$ cat src/rtl/t05_htree_pkg.sv
// Purpose: shared types, default widths and node-word helpers for the Huffman tree builder.
// Latency: n/a (package only).
// Backpressure: n/a.
// Contents: state_t FSM encoding, default field widths, node field offsets,
//           pack_node()/null_node() for default-width node words.
package t05_htree_pkg;

  typedef enum logic [2:0] {
    IDLE,
    WR_NODE,
    RD1,
    WR_NULL1,
    RD2,
    WR_NULL2,
    DONE,
    ERR
  } state_t;

  localparam int IDX_W_D     = 7;
  localparam int LEAF_W_D    = 9;
  localparam int SUM_W_D     = 46;
  localparam int MAX_NODES_D = 128;
  localparam int NODE_W_D    = IDX_W_D + 2*LEAF_W_D + SUM_W_D;

  // Node word layout, LSB first: sum | least2 | least1 | idx
  localparam int SUM_LSB_D = 0;
  localparam int L2_LSB_D  = SUM_LSB_D + SUM_W_D;
  localparam int L1_LSB_D  = L2_LSB_D + LEAF_W_D;
  localparam int IDX_LSB_D = L1_LSB_D + LEAF_W_D;

  function automatic logic [NODE_W_D-1:0] pack_node(
    input logic [IDX_W_D-1:0]  idx,
    input logic [LEAF_W_D-1:0] l1,
    input logic [LEAF_W_D-1:0] l2,
    input logic [SUM_W_D-1:0]  sum
  );
    return {idx, l1, l2, sum};
  endfunction

  // Keep a node's child fields, replace its index, zero its sum.
  function automatic logic [NODE_W_D-1:0] null_node(
    input logic [IDX_W_D-1:0]  idx,
    input logic [NODE_W_D-1:0] word
  );
    return {idx, word[L2_LSB_D +: 2*LEAF_W_D], {SUM_W_D{1'b0}}};
  endfunction

endpackage

$ cat src/rtl/t05_htree_builder.sv
// Purpose: Huffman tree node builder; writes one internal node per triple, then nulls flagged children.
// Latency: 2 cycles per leaf-only triple (accept, write); +read latency +1 per internal child.
// Backpressure: in_ready only in IDLE with en; wr_valid/wr_data held until wr_ready; rd_req held until rd_valid.
// Ports: clk/rst_n (async active-low); en build enable (low aborts and clears);
//        in_* triple from min-finder; wr_* write and rd_* read to tree SRAM controller;
//        node_count nodes written, pair_done pulse, tree_done level, err sticky overflow.
module t05_htree_builder
  import t05_htree_pkg::*;
#(
  parameter int IDX_W     = IDX_W_D,
  parameter int LEAF_W    = LEAF_W_D,
  parameter int SUM_W     = SUM_W_D,
  parameter int MAX_NODES = MAX_NODES_D
) (
  input  logic                              clk,
  input  logic                              rst_n,
  input  logic                              en,
  input  logic                              in_valid,
  output logic                              in_ready,
  input  logic [LEAF_W-1:0]                 in_least1,
  input  logic [LEAF_W-1:0]                 in_least2,
  input  logic [SUM_W-1:0]                  in_sum,
  output logic                              wr_valid,
  input  logic                              wr_ready,
  output logic [IDX_W-1:0]                  wr_addr,
  output logic [IDX_W+2*LEAF_W+SUM_W-1:0]   wr_data,
  output logic                              rd_req,
  output logic [IDX_W-1:0]                  rd_addr,
  input  logic                              rd_valid,
  input  logic [IDX_W+2*LEAF_W+SUM_W-1:0]   rd_data,
  output logic [IDX_W:0]                    node_count,
  output logic                              pair_done,
  output logic                              tree_done,
  output logic                              err
);

  localparam int NODE_W = IDX_W + 2*LEAF_W + SUM_W;
  localparam int CNT_W  = IDX_W + 1;
  localparam logic [CNT_W-1:0] CNT_MAX = CNT_W'(MAX_NODES);

  state_t           state;
  // Only the internal flag and the child index are needed after the node write.
  logic             l1_int, l2_int;
  logic [IDX_W-1:0] l1_idx, l2_idx;

  // Index and sum fields of a read-back child are replaced, not forwarded.
  logic unused_rd;
  assign unused_rd = ^{rd_data[NODE_W-1:SUM_W+2*LEAF_W], rd_data[SUM_W-1:0]};

  always_ff @(posedge clk or negedge rst_n) begin
    if (!rst_n) begin
      state      <= IDLE;
      in_ready   <= 1'b0;
      wr_valid   <= 1'b0;
      wr_addr    <= '0;
      wr_data    <= '0;
      rd_req     <= 1'b0;
      rd_addr    <= '0;
      node_count <= '0;
      pair_done  <= 1'b0;
      tree_done  <= 1'b0;
      err        <= 1'b0;
      l1_int     <= 1'b0;
      l2_int     <= 1'b0;
      l1_idx     <= '0;
      l2_idx     <= '0;
    end else if (!en) begin
      // Abort from any state; an outstanding read response is simply never consumed.
      state      <= IDLE;
      in_ready   <= 1'b0;
      wr_valid   <= 1'b0;
      rd_req     <= 1'b0;
      node_count <= '0;
      pair_done  <= 1'b0;
      tree_done  <= 1'b0;
      err        <= 1'b0;
    end else begin
      pair_done <= 1'b0;
      case (state)
        IDLE: begin
          in_ready <= 1'b1;
          if (in_valid && in_ready) begin
            in_ready <= 1'b0;
            l1_int   <= in_least1[LEAF_W-1];
            l2_int   <= in_least2[LEAF_W-1];
            l1_idx   <= in_least1[IDX_W-1:0];
            l2_idx   <= in_least2[IDX_W-1:0];
            if (in_sum == '0) begin
              state     <= DONE;
              tree_done <= 1'b1;
            end else if (node_count == CNT_MAX) begin
              state <= ERR;
              err   <= 1'b1;
            end else begin
              state    <= WR_NODE;
              wr_valid <= 1'b1;
              wr_addr  <= node_count[IDX_W-1:0];
              wr_data  <= {node_count[IDX_W-1:0], in_least1, in_least2, in_sum};
            end
          end
        end

        WR_NODE: begin
          if (wr_ready) begin
            wr_valid <= 1'b0;
            if (node_count != CNT_MAX) node_count <= node_count + 1'b1;
            if (l1_int) begin
              state   <= RD1;
              rd_req  <= 1'b1;
              rd_addr <= l1_idx;
            end else if (l2_int) begin
              state   <= RD2;
              rd_req  <= 1'b1;
              rd_addr <= l2_idx;
            end else begin
              state     <= IDLE;
              pair_done <= 1'b1;
              in_ready  <= 1'b1;
            end
          end
        end

        RD1, RD2: begin
          if (rd_valid) begin
            rd_req   <= 1'b0;
            state    <= (state == RD1) ? WR_NULL1 : WR_NULL2;
            wr_valid <= 1'b1;
            wr_addr  <= rd_addr;
            wr_data  <= {rd_addr, rd_data[SUM_W +: 2*LEAF_W], {SUM_W{1'b0}}};
          end
        end

        WR_NULL1: begin
          if (wr_ready) begin
            wr_valid <= 1'b0;
            if (l2_int) begin
              state   <= RD2;
              rd_req  <= 1'b1;
              rd_addr <= l2_idx;
            end else begin
              state     <= IDLE;
              pair_done <= 1'b1;
              in_ready  <= 1'b1;
            end
          end
        end

        WR_NULL2: begin
          if (wr_ready) begin
            wr_valid  <= 1'b0;
            state     <= IDLE;
            pair_done <= 1'b1;
            in_ready  <= 1'b1;
          end
        end

        // DONE and ERR are left only through en low or reset.
        DONE:    in_ready <= 1'b0;
        ERR:     in_ready <= 1'b0;
        default: state    <= IDLE;
      endcase
    end
  end

endmodule

$ cat config.mk
export PLATFORM = sky130hd
export DESIGN_NAME = t05_htree_builder
export DESIGN_NICKNAME = d
export VERILOG_FILES = /design/src/rtl/t05_htree_pkg.sv /design/src/rtl/t05_htree_builder.sv
export SDC_FILE = /design/constraint.sdc
export NUM_CORES = 1
export LEC_CHECK = 0
export BUFFER_PORTS_ARGS = -buffer_cell sky130_fd_sc_hd__buf_4
export CORE_ASPECT_RATIO = 0.8
export CORE_MARGIN = 2
export CORE_UTILIZATION = 49
export CTS_BUF_LIST = sky130_fd_sc_hd__clkbuf_4
export CTS_CLUSTER_SIZE = 30
export DETAILED_ROUTE_END_ITERATION = 8
export PLACE_DENSITY = 0.83
export SLEW_MARGIN = 20
export SYNTH_ARGS = -nofsm -noshare
export SYNTH_HDL_FRONTEND = slang
export SYNTH_SLANG_ARGS = --single-unit
export TNS_END_PERCENT = 1
$ cat constraint.sdc
create_clock -name clk -period 2.5 [get_ports clk]
set_input_delay 0.25 -clock clk [delete_from_list [all_inputs] [get_ports clk]]
set_output_delay 0.25 -clock clk [all_outputs]
set_load 0.005 [all_outputs]
==> run metrics, run 1 <==
max_cap viols=0; clk buf depth=2; Power Density=approximately 1100 nW/um^2; worst setup margin=about 120 ps; area of the core=10320 um^2; Layout area overhead=38.55%; Synth area leaders=dfrtp_1 53%, mux2_2 7.5%, nand2_1 5.7%; Final Wtd Congestion=about 0.95; CP Capture Type=flip-flop; r2r setup slk=between 100 and 150 ps; number of buffers added for setup after CTS=0; critical path's slowest cell=dfrtp_1; final layout net count=901; clk_lat worst skew=470 ps; WHS=25.00 ps; GRT Residual Overflow=0; vias in the first global route=~4700; skew final=24.02 ps; CP Max Fanout=30; Worst-path clk slew=roughly 150 ps; largest net degree at the start of global routing=50; Leak=~3.6 nW; Sw Share=around 39%; fmax=between 400 and 500 MHz; initial core utilization=50.81%; initial drt markers=316; max incr delay on CP=~500 ps; Fill cells=approximately 780; synth warn=0; antenna viol nets, final=0; Worst-Margin Slew=roughly 700 ps; drt pass-1 iters=5; Final Hold Viols=0; Gate Count Post-Synth=547; DRC viols=0; WS Path Type=reg -> reg; post-synth top area share=~53%; register area share after synthesis=a little over half; die width=119.7 um; # setup viols final=0; first-pass GRT wire length=between 20000 and 25000 um; DR vias=between 4000 and 5000; Cell variety after synth=44; CTS tree=yes; number of port buffers=186; Worst EP arrival=about 2700 ps; DR WL/cell=between 15 and 20 um; P_sw=3.097 mW; vias per inst=between 5 and 6; Final Max Slew Viols=0; Routed WL=about 15000 um; Pwr Total=about 8 mW; WP data required=2850 ps; Comb pwr share=49.7%; fin crit share=between 90% and 100%; commonest cells after routing, fill and taps aside=198 x buf_4, 111 x dfrtp_1, 80 x nand2_1; Avg Cell Area, Syn=roughly 9.6 um^2; GRT Total Usage=about a quarter; pre-CTS WS=155.5 ps; Sink Count=~110; synthesized area=5245 um^2; layout cells sized above 1=around a third; Rows=33; RSZ-0062 raised after global routing=false; die area=between 10000 and 15000 um^2; worst min path class=in -> reg; initial antenna violation count=0; most common cell after layout, fill and taps aside=buf_4; crit path launch type=flip-flop; leading area contributor after synthesis=dfrtp_1; diode count=0; Slew headroom=53.09%; async set-reset flop share out of synthesis=between 90% and 100%; Synth Flop Type=dfrtp_1; Critical Path, Cell by Cell=inv_1, ha_1, a41o_1, a2111oi_4, a21boi_4, buf_12, mux2_2; H-tree depth=3; internal power=4.819 mW; clock share of power=about a tenth; run status=complete, no violations; reg2reg path depth=7; DP HPWL=10500 um; sequential share of power=about two fifths; I/O pins=240; Total Neg Setup Slack=0 ps; Root Buffer=clkbuf_4; peak supply drop=approximately 0.00057 V; Die Y=just under 100 um; Syn Nets=690; Post-synth EDFFs=0; hold depth=3; CTS buffer count=9; fin util=between 70 and 80%; Yosys reg bits=between 100 and 150; post-layout min period=between 2000 and 2500 ps
[metrics by stage]
step / instance area [um^2] / instances
floorplan: 5245 / 547
global placement: 6759 / 848
detailed placement: 6759 / 848
CTS: 7184 / 895
global route: 7267 / 903
finish: 7267 / 903
[state kept, by name (all words and copies together), names as in the netlist, 3 cells and up]
signal      flops
wr_data        64
wr_addr         7
l1_idx          7
node_count      8
rd_addr         7
l2_idx          7
state           3
[worst max-delay path, delay by kind of cell, from the launching register on]
kind	cells	cell delay (ps)
AO/OA/AOI/OAI	3	860
flip-flops	1	500
multiplexers	1	360
buffers and inverters	2	310
adder cells (fa/ha/maj)	1	220
[worst paths after layout]
| kind | start | endpoint |
|---|---|---|
| setup / recovery | node_count[1]$_DFFE_PN0P_ | wr_data[47]$_DFFE_PN0P_ |
| hold / removal | in_sum[31] | wr_data[31]$_DFFE_PN0P_ |
| setup reg to reg | node_count[1]$_DFFE_PN0P_ | wr_data[47]$_DFFE_PN0P_ |
| hold reg to reg | err$_DFFE_PN0P_ | err$_DFFE_PN0P_ |
| max in group asynchronous | rst_n | wr_data[47]$_DFFE_PN0P_ |
| min in group asynchronous | rst_n | wr_data[48]$_DFFE_PN0P_ |
[layer usage]
layer,global-route usage [%],wire [um]
met1,35.42,6543
met2,43.52,7536
met3,4.401,849
met4,8.922,363
met5,0,0
[cell usage after synthesis (11+ instances only)]
cell / n
dfrtp_1: 111
nand2_1: 80
o21ai_0: 54
inv_1: 51
nand3_1: 49
mux2_2: 35
nor2_1: 26
clkbuf_1: 19
a21oi_1: 17
nor4_1: 11
[cell type report]
type	count	area (um^2)	share of cell area (%)
Clock inverter	5	32.53	0.4477
Sequential cell	111	2778	38.22
Multi-Input combinational cell	345	2087	28.72
Tap cell	140	175.2	2.410
Inverter	52	195.2	2.686
Clock buffer	11	82.58	1.136
Timing Repair Buffer	239	1917	26.38
[power by group through the flow]
stage	combinational [mW]	sequential (mW)	clock, mW
after floorplan	2.16	3.07	0
final	3.94	3.17	0.806
after detailed placement	3.84	3.18	0
after CTS	3.90	3.16	0.831
after global routing	4.31	3.27	0.899
after global placement	3.70	3.15	0
[logic make-up after synthesis]
| group | count (synthesis) | synth area share, % |
|---|---|---|
| AOI/OAI and AO/OA | 89 | 9.828 |
| xor gates and xnor gates | 8 | 1.336 |
| adders and majority gates | 2 | 0.4770 |
| buffers and inverters | 91 | 7.586 |
| DFF | 111 | 52.96 |
| muxes | 49 | 10.33 |
| and+or+nand+nor | 197 | 17.49 |
[what timing repair did]
item | in CTS | in global routing
hold buffers | 31 | 8
endpoints found under the setup margin | 0 | 21
resized for setup | 0 | 1
hold endpoints to repair | 71 | 8
Power figures use the tool's default switching activity.
==> run 2, diff against run 1 <==
- clock period: 2.5 -> 2.7 ns (I/O delays scaled with it)
==> run metrics, run 2 (synthesis results as in run 1) <==
run status=complete, no violations; placed cells=~840; first-pass GRT wire length=between 20000 and 25000 um; final layout net count=slightly below 900; fin util=68.53%; die width=~120 um; fmax=between 400 and 500 MHz; CP Capture Type=flip-flop; Final Hold Viols=0; worst setup margin=roughly 280 ps; CTS buffer count=9; FF/Latch Area=roughly 2800 um^2; max FFs per register=between 60 and 70; layout cells sized above 1=34.24%; post-layout min period=roughly 2400 ps; skew final=roughly 23 ps; clk buf depth=2; most common cell after layout, fill and taps aside=buf_4; drt pass-1 iters=5; hold depth=3; DP HPWL=about 11000 um; Largest regs=wr_data: 64 flops, node_count: 8 flops; largest net degree at the start of global routing=73; commonest cells after routing, fill and taps aside=193 x buf_4, 111 x dfrtp_1, 80 x nand2_1; GRT Total Usage=between 20 and 30%; Die Y=just under 100 um; Worst EP arrival=around 2800 ps; post-CTS sizing=0; peak supply drop=0.0005286 V; Worst-Margin Slew=~910 ps; reg2reg path depth=7; # setup viols final=0; die area=around 12000 um^2; Fill cells=800; antenna viol nets, final=0; CTS tree=yes; area of the core=roughly 10000 um^2; Routed WL=14530 um; clk_lat worst skew=between 400 and 500 ps; GRT Residual Overflow=0; H-tree depth=3; CP Max Fanout=59; Rows=33; number of buffers added for setup after CTS=0; area occupied by multi-input gates=about 2100 um^2; Total Neg Setup Slack=0 ps; initial drt markers=about 350; worst min path class=in -> reg; vias in the first global route=4606; placed cell area=roughly 6700 um^2; max_cap viols=0; DRC viols=0; Layout area overhead=34.88%; Worst-path clk slew=roughly 180 ps; Pwr Total=approximately 7.5 mW; DR vias=between 4000 and 5000; Non-Filler Instances=slightly below 900; fin crit share=between 80% and 90%; pre-CTS WS=306.1 ps; Final Wtd Congestion=between 0.9 and 1; Power Density=1056 nW/um^2; Slew headroom=around two fifths; WP data required=roughly 3000 ps; WHS=between 10 and 15 ps; DR WL/cell=between 15 and 20 um; Largest Register=wr_data; Leak=3.495 nW; Sink Count=around 110; initial core utilization=between 50% and 60%; Final Max Slew Viols=0; RSZ-0062 raised after global routing=false; vias per inst=roughly 5.4; initial antenna violation count=1; number of port buffers=between 150 and 200; I/O pins=between 200 and 250; Root Buffer=clkbuf_4; finished layout cell area=7074 um^2; crit path launch type=flip-flop; WS Path Type=reg -> reg
## run 2: cell count changes in the layout (fill, tap and decap cells not counted), moves of 2 or more
cell / change
buf_4: -5
bufinv_16: +2
clkbuf_4: -2
clkinv_1: -2
dlygate4sd3_1: -22
## run 2: layout make-up
cell class / instances / share of cell area [%]
diodes: 1 / 0.03537
clock inverters: 7 / 1.592
repair buffers: 212 / 23.45
flip-flops and latches: 111 / 39.26
well taps: 140 / 2.476
multi-input cells: 345 / 29.47
inverters: 52 / 2.759
clock buffers: 9 / 0.9551
## run 2: critical path, cell delays in order, from the launching register on
cell and delay, ps:
dfrtp_1 510, inv_1 90, ha_1 230, a41o_1 220
a2111oi_4 370, a21boi_4 260, buf_12 260, mux2_2 370
## run 2: repair_timing
item                                   in CTS  in global routing
hold buffers                               15                  2
endpoints found under the hold margin      85                  2
setup endpoints to repair                   0                  0
## run 2: final timing paths
path / startpoint / endpoint / slack, ps
max: node_count[0]$_DFFE_PN0P_ / wr_data[57]$_DFFE_PN0P_ / 280
min reg2reg: err$_DFFE_PN0P_ / err$_DFFE_PN0P_ / 510
min in group asynchronous: rst_n / l2_idx[1]$_DFFE_PN0P_ / 450
max reg2reg: node_count[0]$_DFFE_PN0P_ / wr_data[57]$_DFFE_PN0P_ / 280
min: in_sum[32] / wr_data[32]$_DFFE_PN0P_ / 10
max in group asynchronous: rst_n / wr_data[29]$_DFFE_PN0P_ / 1510
## run 2: report_power, final
group | internal [mW] | switching (mW)
Clock | 0.394 | 0.594
Sequential | 2.40 | 0.533
Combinational | 1.80 | 1.75
Total | 4.59 | 2.88
## run 2: per-layer routing
layer | GRT usage (%) | up-vias | routed length (um)
met1 | 33.58 | 2270 | 6332
met2 | 41.71 | 190 | 7051
li1 | - | 2194 | -
met3 | 3.815 | 39 | 687
met4 | 9.706 | 0 | 459
met5 | 0 | - | 0
==> run 3, diff against run 2 <==
- REMOVE_ABC_BUFFERS: unset -> 1
- clock period: 2.7 -> 2.3 ns (I/O delays scaled with it)
==> run metrics, run 3 (synthesis results as in run 1) <==
clock share of power=a little over a tenth; drt pass-1 iters=5; Final Wtd Congestion=0.9118; die width=~120 um; number of port buffers=186; CP Max Fanout=13; initial core utilization=around 51%; GRT Total Usage=about a quarter; met1 Track Usage GR=about 32%; die area=roughly 12000 um^2; final layout net count=around 940; Sink Count=111; DP HPWL=about 10000 um; busiest grt layer=met2; Non-Filler Instances=roughly 940; CTS tree=yes; Comb pwr share=between 50 and 60%; Worst EP arrival=2570 ps; Routed WL=~15000 um; internal power=5.655 mW; sequential share of power=a little under two fifths; DR WL/cell=between 15 and 20 um; pre-CTS WS=approximately 39 ps; # setup viols final=0; skew final=roughly 27 ps; clk_lat worst skew=~460 ps; largest net degree at the start of global routing=between 40 and 50; Largest Register=wr_data; Slew headroom=a little under three fifths; most common cell after layout, fill and taps aside=buf_4; Largest regs=wr_data: 64 flops, node_count: 8 flops; placed cell area=approximately 6900 um^2; DR vias=~5000; Root Buffer=clkbuf_4; layout cells sized above 1=35.12%; first-pass GRT wire length=23480 um; run status=complete, no violations; DRC viols=0; worst setup margin=83.90 ps; GRT Residual Overflow=0; peak supply drop=0.0006390 V; Power Density=1177 nW/um^2; fmax=~450 MHz; clk buf depth=2; antenna viol nets, final=0; Final Max Slew Viols=0; finished layout cell area=7755 um^2; WS Path Type=reg -> reg; Sw Share=approximately two fifths; area occupied by multi-input gates=approximately 2100 um^2; crit path launch type=flip-flop; Worst-path clk slew=between 150 and 200 ps; H-tree depth=3; CP Capture Type=flip-flop; worst min path class=in -> reg; post-layout min period=around 2200 ps; Rows=33; vias in the first global route=~4800; WP data required=between 2000 and 3000 ps; Total Neg Setup Slack=0 ps; initial drt markers=338; Worst-Margin Slew=656.7 ps; area of the core=10320 um^2; Fill cells=roughly 730; P_sw=approximately 3.5 mW; met3 GRT Util=~5.4%; commonest cells after routing, fill and taps aside=212 x buf_4, 110 x dfrtp_1, 80 x nand2_1; diode count=0; initial antenna violation count=0; max_cap viols=0; Leak=roughly 3.8 nW; Final Hold Viols=0; met2 Use GR=between 40% and 50%; fin crit share=between 90% and 100%; I/O pins=240; vias per inst=5.278; CTS buffer count=9; Layout area overhead=47.85%; Die Y=between 90 and 100 um; placed cells=between 800 and 900; max FFs per register=64; FF/Latch Area=2779 um^2
-- run 3: changes by cell type in the layout (fill, tap and decap cells not counted), sizes merged --
| cell | delta |
|---|---|
| diode | -1 |
| dlygate4sd3 | +41 |
| buf | +24 |
| clkbuf | +2 |
| inv | +2 |
| clkinvlp | -1 |
| bufinv | -1 |
-- run 3: cell type report --
type                       instances  area share [%]
sequential                       111           35.83
timing repair buffer             279           30.35
multi-input combinational        345           27.19
inverter                          52           2.517
tap                              140           2.259
clock inverter                     7          0.9842
clock buffer                       9          0.8712
-- run 3: repair_timing --
item	CTS	global route
hold buffers	58	0
resized for setup	0	12
buffers inserted	0	6
setup endpoints to repair	0	37
hold endpoints to repair	119	0
-- run 3: stage by stage --
step / utilization (%) / hold slack [ps] / power (mW)
finish: 75.13 / 38.72 / 9.125
global route: 75.13 / 3.421 / 9.771
CTS: 73.81 / 0.9077 / 8.855
detailed placement: 66.79 / 168.9 / 7.778
global placement: 66.79 / 163.2 / 7.550
floorplan: - / -65.59 / 5.440
-- run 3: worst max-delay path, cell delays in order (launching register included) --
cell and delay, ps:
dfrtp_2 540, nand2_1 160, a21oi_1 120, a2111oi_4 340
a21boi_4 310, clkbuf_16 170, buf_4 140, mux2_2 330
-- run 3: routing by layer --
metal  routed length, um  part of all wire, %  vias to the layer above
met5                   0                    0                        -
li1                    -                    -                     2348
met1                6429                   42                     2370
met4                 410                  2.6                        0
met3                 935                  6.0                       33
met2                7716                   50                      226
-- run 3: path summary, 6_finish.rpt --
path,endpoint,cells past startpoint,from,slack (ps)
worst max-delay path,wr_data[52]$_DFFE_PN0P_,7,state[1]$_DFFE_PN0P_,80
worst min-delay path,wr_data[20]$_DFFE_PN0P_,3,in_sum[20],40
worst max register to register,wr_data[52]$_DFFE_PN0P_,7,state[1]$_DFFE_PN0P_,80
worst min register to register,l2_idx[0]$_DFFE_PN0P_,1,l2_idx[0]$_DFFE_PN0P_,520
max in group asynchronous,wr_addr[2]$_DFFE_PN0P_,3,rst_n,1440
min in group asynchronous,state[2]$_DFFE_PN0P_,2,rst_n,200
-- run 3: power by group through the flow --
stage,sequential (mW),combinational (mW),clock (mW)
final,3.42,4.71,0.995
after CTS,3.39,4.43,1.03
after floorplan,3.42,2.02,0
after global placement,3.38,4.17,0
after detailed placement,3.43,4.35,0
after global routing,3.51,5.16,1.10
